[config.mk]
export PLATFORM = sky130hd
export DESIGN_NAME = hamming_decoder
export DESIGN_NICKNAME = d
export VERILOG_FILES = /design/src/rtl/hamming_decoder.sv
export SDC_FILE = /design/constraint.sdc
export NUM_CORES = 1
export LEC_CHECK = 0
export CAP_MARGIN = 20
export CORE_MARGIN = 1
export CORE_UTILIZATION = 51
export CTS_CLUSTER_DIAMETER = 150
export DETAILED_ROUTE_END_ITERATION = 12
export PLACE_DENSITY = 0.92
export SKIP_CTS_REPAIR_TIMING = 1
export SLEW_MARGIN = 30
export SYNTH_ARGS = -nofsm -noshare
export SYNTH_HDL_FRONTEND = slang
export SYNTH_SLANG_ARGS = --single-unit
[constraint.sdc]
create_clock -name clk_dec -period 3 [get_ports clk_dec]
set_clock_uncertainty 0.2 [all_clocks]
set_input_delay 0.6 -clock clk_dec [delete_from_list [all_inputs] [get_ports clk_dec]]
set_output_delay 0.6 -clock clk_dec [all_outputs]
set_load 0.02 [all_outputs]
[src/rtl/hamming_decoder.sv]
// Hamming(7,4) decoder with single-error correction.
// The syndrome and correction are computed combinationally from the stage-1 word
// and registered into stage 2, which gives two pipeline stages with full backpressure.
// Saturating counters track words delivered and words that needed a correction.
module hamming_decoder #(
  parameter int CNT_W = 8
) (
  input  logic             clk_dec,
  input  logic             rst_dec_n,
  input  logic [7:1]       dec_code,
  input  logic             dec_valid,
  output logic             dec_ready,
  output logic [4:1]       dec_data,
  output logic [3:1]       dec_syndrome,
  output logic             dec_err,
  output logic             out_valid,
  input  logic             out_ready,
  input  logic             cnt_clr,
  output logic [CNT_W-1:0] word_cnt,
  output logic [CNT_W-1:0] err_cnt
);

  localparam logic [CNT_W-1:0] CNT_MAX = '1;

  logic       s1_valid;
  logic [7:1] s1_code;
  logic       s1_accept;
  logic       s2_load;
  logic       out_xfer;
  logic [3:1] syn;
  logic [7:1] fixed_code;

  // Stage 2 may load when it is empty or its word leaves this cycle.
  assign s2_load   = s1_valid && (!out_valid || out_ready);
  // Stage 1 may accept when it is empty or its word moves on this cycle.
  // Held low while reset is asserted so no word is taken during reset.
  assign dec_ready = rst_dec_n && (!s1_valid || s2_load);
  assign s1_accept = dec_valid && dec_ready;
  assign out_xfer  = out_valid && out_ready;

  // Syndrome from the stage-1 word; its value is the position of the bad bit.
  // The flipped bit is then used for data extraction.
  always_comb begin
    // NOTE: every output of a combinational block gets a value before any
    // conditional logic, otherwise the tool infers a latch for the hold case.
    syn        = '0;
    fixed_code = s1_code;
    syn[1] = s1_code[1] ^ s1_code[3] ^ s1_code[5] ^ s1_code[7];
    syn[2] = s1_code[2] ^ s1_code[3] ^ s1_code[6] ^ s1_code[7];
    syn[3] = s1_code[4] ^ s1_code[5] ^ s1_code[6] ^ s1_code[7];
    for (int i = 1; i <= 7; i++) begin
      if (syn == 3'(i)) fixed_code[i] = ~s1_code[i];
    end
  end

  // Stage-1 valid flag: set on accept, cleared when the word moves to stage 2.
  always_ff @(posedge clk_dec) begin
    // NOTE: state registers use non-blocking assignments so every flop samples
    // the pre-edge values, independent of statement order.
    if (!rst_dec_n) begin
      s1_valid <= 1'b0;
    end else if (s1_accept) begin
      s1_valid <= 1'b1;
    end else if (s2_load) begin
      s1_valid <= 1'b0;
    end
  end

  // Stage-1 codeword register.
  // NOTE: the data register has no reset; s1_valid qualifies it, so its
  // reset value would never be observed.
  always_ff @(posedge clk_dec) begin
    if (s1_accept) s1_code <= dec_code;
  end

  // Stage-2 output register: corrected data, syndrome and error flag.
  always_ff @(posedge clk_dec) begin
    if (!rst_dec_n) begin
      out_valid    <= 1'b0;
      dec_data     <= '0;
      dec_syndrome <= '0;
      dec_err      <= 1'b0;
    end else if (s2_load) begin
      out_valid    <= 1'b1;
      dec_data     <= {fixed_code[7], fixed_code[6], fixed_code[5], fixed_code[3]};
      dec_syndrome <= syn;
      dec_err      <= (syn != 3'd0);
    end else if (out_xfer) begin
      out_valid    <= 1'b0;
    end
  end

  // Saturating link-quality counters. A clear overrides a same-cycle increment.
  always_ff @(posedge clk_dec) begin
    if (!rst_dec_n || cnt_clr) begin
      word_cnt <= '0;
      err_cnt  <= '0;
    end else if (out_xfer) begin
      if (word_cnt != CNT_MAX) word_cnt <= word_cnt + 1'b1;
      if (dec_err && (err_cnt != CNT_MAX)) err_cnt <= err_cnt + 1'b1;
    end
  end

endmodule

==> key figures <==
Hold path
  • Hold crit path type: reg2reg
  • Hold Path Sink: word_cnt[6]
  • Min-Delay Path Depth: 2
  • HP Start: word_cnt[6]

STA
  • Max Clock Freq: 349 MHz
  • Fin Setup TNS: 0 ns
  • Crit share post-route: 95.5%
  • Slew Limit Fails: 0
  • Actual slew at the worst max-slew pin: 0.718 ns
  • Final hold vios: 0
  • Slew headroom: 51.8%
  • Setup Viol. Count Final: 0
  • RSZ-0062 raised after global routing: no
  • Worst setup margin: 0.134 ns
  • WHS: 0.315 ns
  • Fin crit period: 2.87 ns

Power
  • Power density over the cells: 444 nW/um^2
  • Leakage: 0.716 nW
  • Max VDD drop: 0.000304 V
  • Pwr Total: 0.873 mW

Floorplan
  • Starting Density: 53.8%
  • Placement Rows: 19
  • Die height: 55.7 um
  • Top-Level Pins: 38
  • Die width: 55.7 um
  • Placeable Area: 2730 sq um
  • Die area: 3100 sq um

Place
  • Pre-CTS setup slack: 0.161 ns
  • IO Port Bufs: 37
  • DP Wirelength: 2310 um
  • Placer congestion estimate: 0.801
  • Post-Place Cells: 212
  • Placed cell area: 1900 sq um

Setup path
  • RR Endpoint: dec_data[3]
  • CP startpoint: out_ready
  • Worst path arrival time: 2.07 ns
  • Flop-to-flop setup slack: 0.91 ns
  • CP max FO: 2
  • Worst reg-to-reg path cell count: 4
  • Crit Reg-Reg Startpoint: s1_code[6]
  • CP Class: in2out
  • CP Launch Type: input port
  • CP endpoint kind: output pin
  • Worst endpoint required time: 2.20 ns

GRT
  • GR Overflow Total: 0
  • Initial antenna violation count: 0
  • Largest net degree at the start of global routing: 17
  • GRT Resource Usage Total: 21.4%
  • Global-route wire length before repair: 5170 um
  • Vias in the first global route: 1201

Synth
  • Mapped Avg Cell Area: 10.2 sq um
  • Mapped Nets: 158
  • Synth area leaders: dfxtp_1 (35%), edfxtp_1 (14%), xnor2_1 (4.2%)
  • Fraction of registers with async set/reset: 0%
  • Synth Register Bits: 33
  • Sequential fraction of the synthesis area: 49.7%
  • EDFF count, synth: 7
  • Yosys cell types: 39
  • Top cell type's share of synthesized area: 35.4%
  • Total of warnings raised by yosys: 0
  • Cell taking the most area after synthesis: dfxtp_1
  • Post-synth top flop: dfxtp_1
  • Mapped Area: 1470 sq um
  • Mapped Cells: 144

Route
  • DRT Wirelength: 3030 um
  • Vias/cell: 5.75
  • Initial DRC Count: 37
  • TritonRoute pass-1 iters: 4
  • Wirelength per Cell: 13.8 um
  • Routed vias: 1265
  • Drt drc: 0
  • Antenna-violating nets left: 0

Clock network
  • CTS Buf Count: 5
  • CTS clock-pin slew for the worst setup and hold paths: 0.10 ns
  • TritonCTS clock tree: yes
  • Total number of H-tree levels: 2
  • Root Driver: clkbuf_4
  • Worst-Skew Late Latency: 0.33 ns
  • Longest Clk Path Bufs: 2
  • Clk sinks: 33

Cells and area
  • Area Growth Syn to Fin: 33.6%
  • Core Util, Final: 71.9%
  • Fin nets: 202
  • Layout cell share with drive strength beyond 1: 7.94%
  • Inserted Diodes: 0
  • Fin cells: 220
  • Multi-input logic area: 718 sq um
  • Finished layout cell area: 1970 sq um
  • Fillers: 218
  • Register area: 731 sq um
  • Commonest cells after routing, fill and taps aside: clkdlybuf4s50_1 (37), dfxtp_1 (26), o21ai_0 (9), nor2_1 (9), a21oi_1 (8)
  • Commonest non-fill, non-tap cell in the layout: clkdlybuf4s50_1

Job
  • MaxCap Viol Count: 0

Outcome
  • Status: completed
worst max-delay path: stages:
cell and delay, ns:
clkdlybuf4s50_1 0.50, nor2b_1 0.07, a21boi_0 0.24, clkdlybuf4s50_1 0.66
sequential cells by signal, summed over array words and instances, names as in the netlist:
register and cells:
dec_data 4, dec_err 1, dec_syndrome 3, err_cnt 8
out_valid 1, s1_code 7, s1_valid 1, word_cnt 8
layout make-up:
cell class | instances | area share, %
clock inverter | 1 | 0.255
inverter | 2 | 0.382
timing repair buffer | 41 | 20.4
clock buffer | 7 | 3.31
sequential | 33 | 37.2
tap | 31 | 1.97
multi-input combinational | 105 | 36.5
worst max path at each step:
stage / endpoint / slack, ns / depth (start not counted)
2_1_floorplan: s1_code[1] / 0.91 / 3
3_3_place_gp: dec_ready / 0.18 / 4
3_5_place_dp: dec_ready / 0.16 / 4
4_1_cts: dec_ready / 0.14 / 4
5_1_grt: dec_ready / 0.07 / 4
6_report: dec_ready / 0.13 / 4
kinds of logic (layout without fill, tap and decap cells):
kind of cell	after synthesis	in the layout	share of synthesized area [%]
adders and majority gates	2	2	1.70
xor gates and xnor gates	16	16	11.0
buffers and inverters	6	51	1.53
DFF	33	33	49.7
AOI/OAI and AO/OA	39	39	17.6
and+or+nand+nor	46	46	17.2
muxes	2	2	1.36
synthesized netlist by cell type (3+ instances only):
| cell | n |
|---|---|
| o31ai_1 | 5 |
| a21oi_1 | 8 |
| nand4_1 | 3 |
| xnor2_1 | 7 |
| a31oi_1 | 5 |
| clkbuf_1 | 3 |
| edfxtp_1 | 7 |
| or3_1 | 6 |
| xor2_1 | 7 |
| nor2_1 | 9 |
| nand2_1 | 7 |
| o21ai_0 | 9 |
| dfxtp_1 | 26 |
| and3_1 | 3 |
| o211a_1 | 3 |
| nand3_1 | 4 |
| nor2b_1 | 3 |
report_power, final:
| part | switching [mW] | total (mW) | leakage, nW | internal [mW] |
|---|---|---|---|---|
| registers | 0.0107 | 0.479 | 0.277 | 0.468 |
| clock network | 0.144 | 0.279 | 0.0413 | 0.136 |
| logic | 0.0587 | 0.115 | 0.398 | 0.0561 |
| total | 0.213 | 0.873 | 0.716 | 0.660 |
layer usage:
| layer | routed length (um) | vias up | GRT usage (%) |
|---|---|---|---|
| met5 | 0 | - | 0 |
| met4 | 35 | 0 | 7.50 |
| met3 | 159 | 4 | 6.98 |
| met2 | 1660 | 40 | 39.9 |
| met1 | 1180 | 594 | 22.3 |
| li1 | - | 627 | - |
No activity file was read; power rests on OpenSTA's default activity.
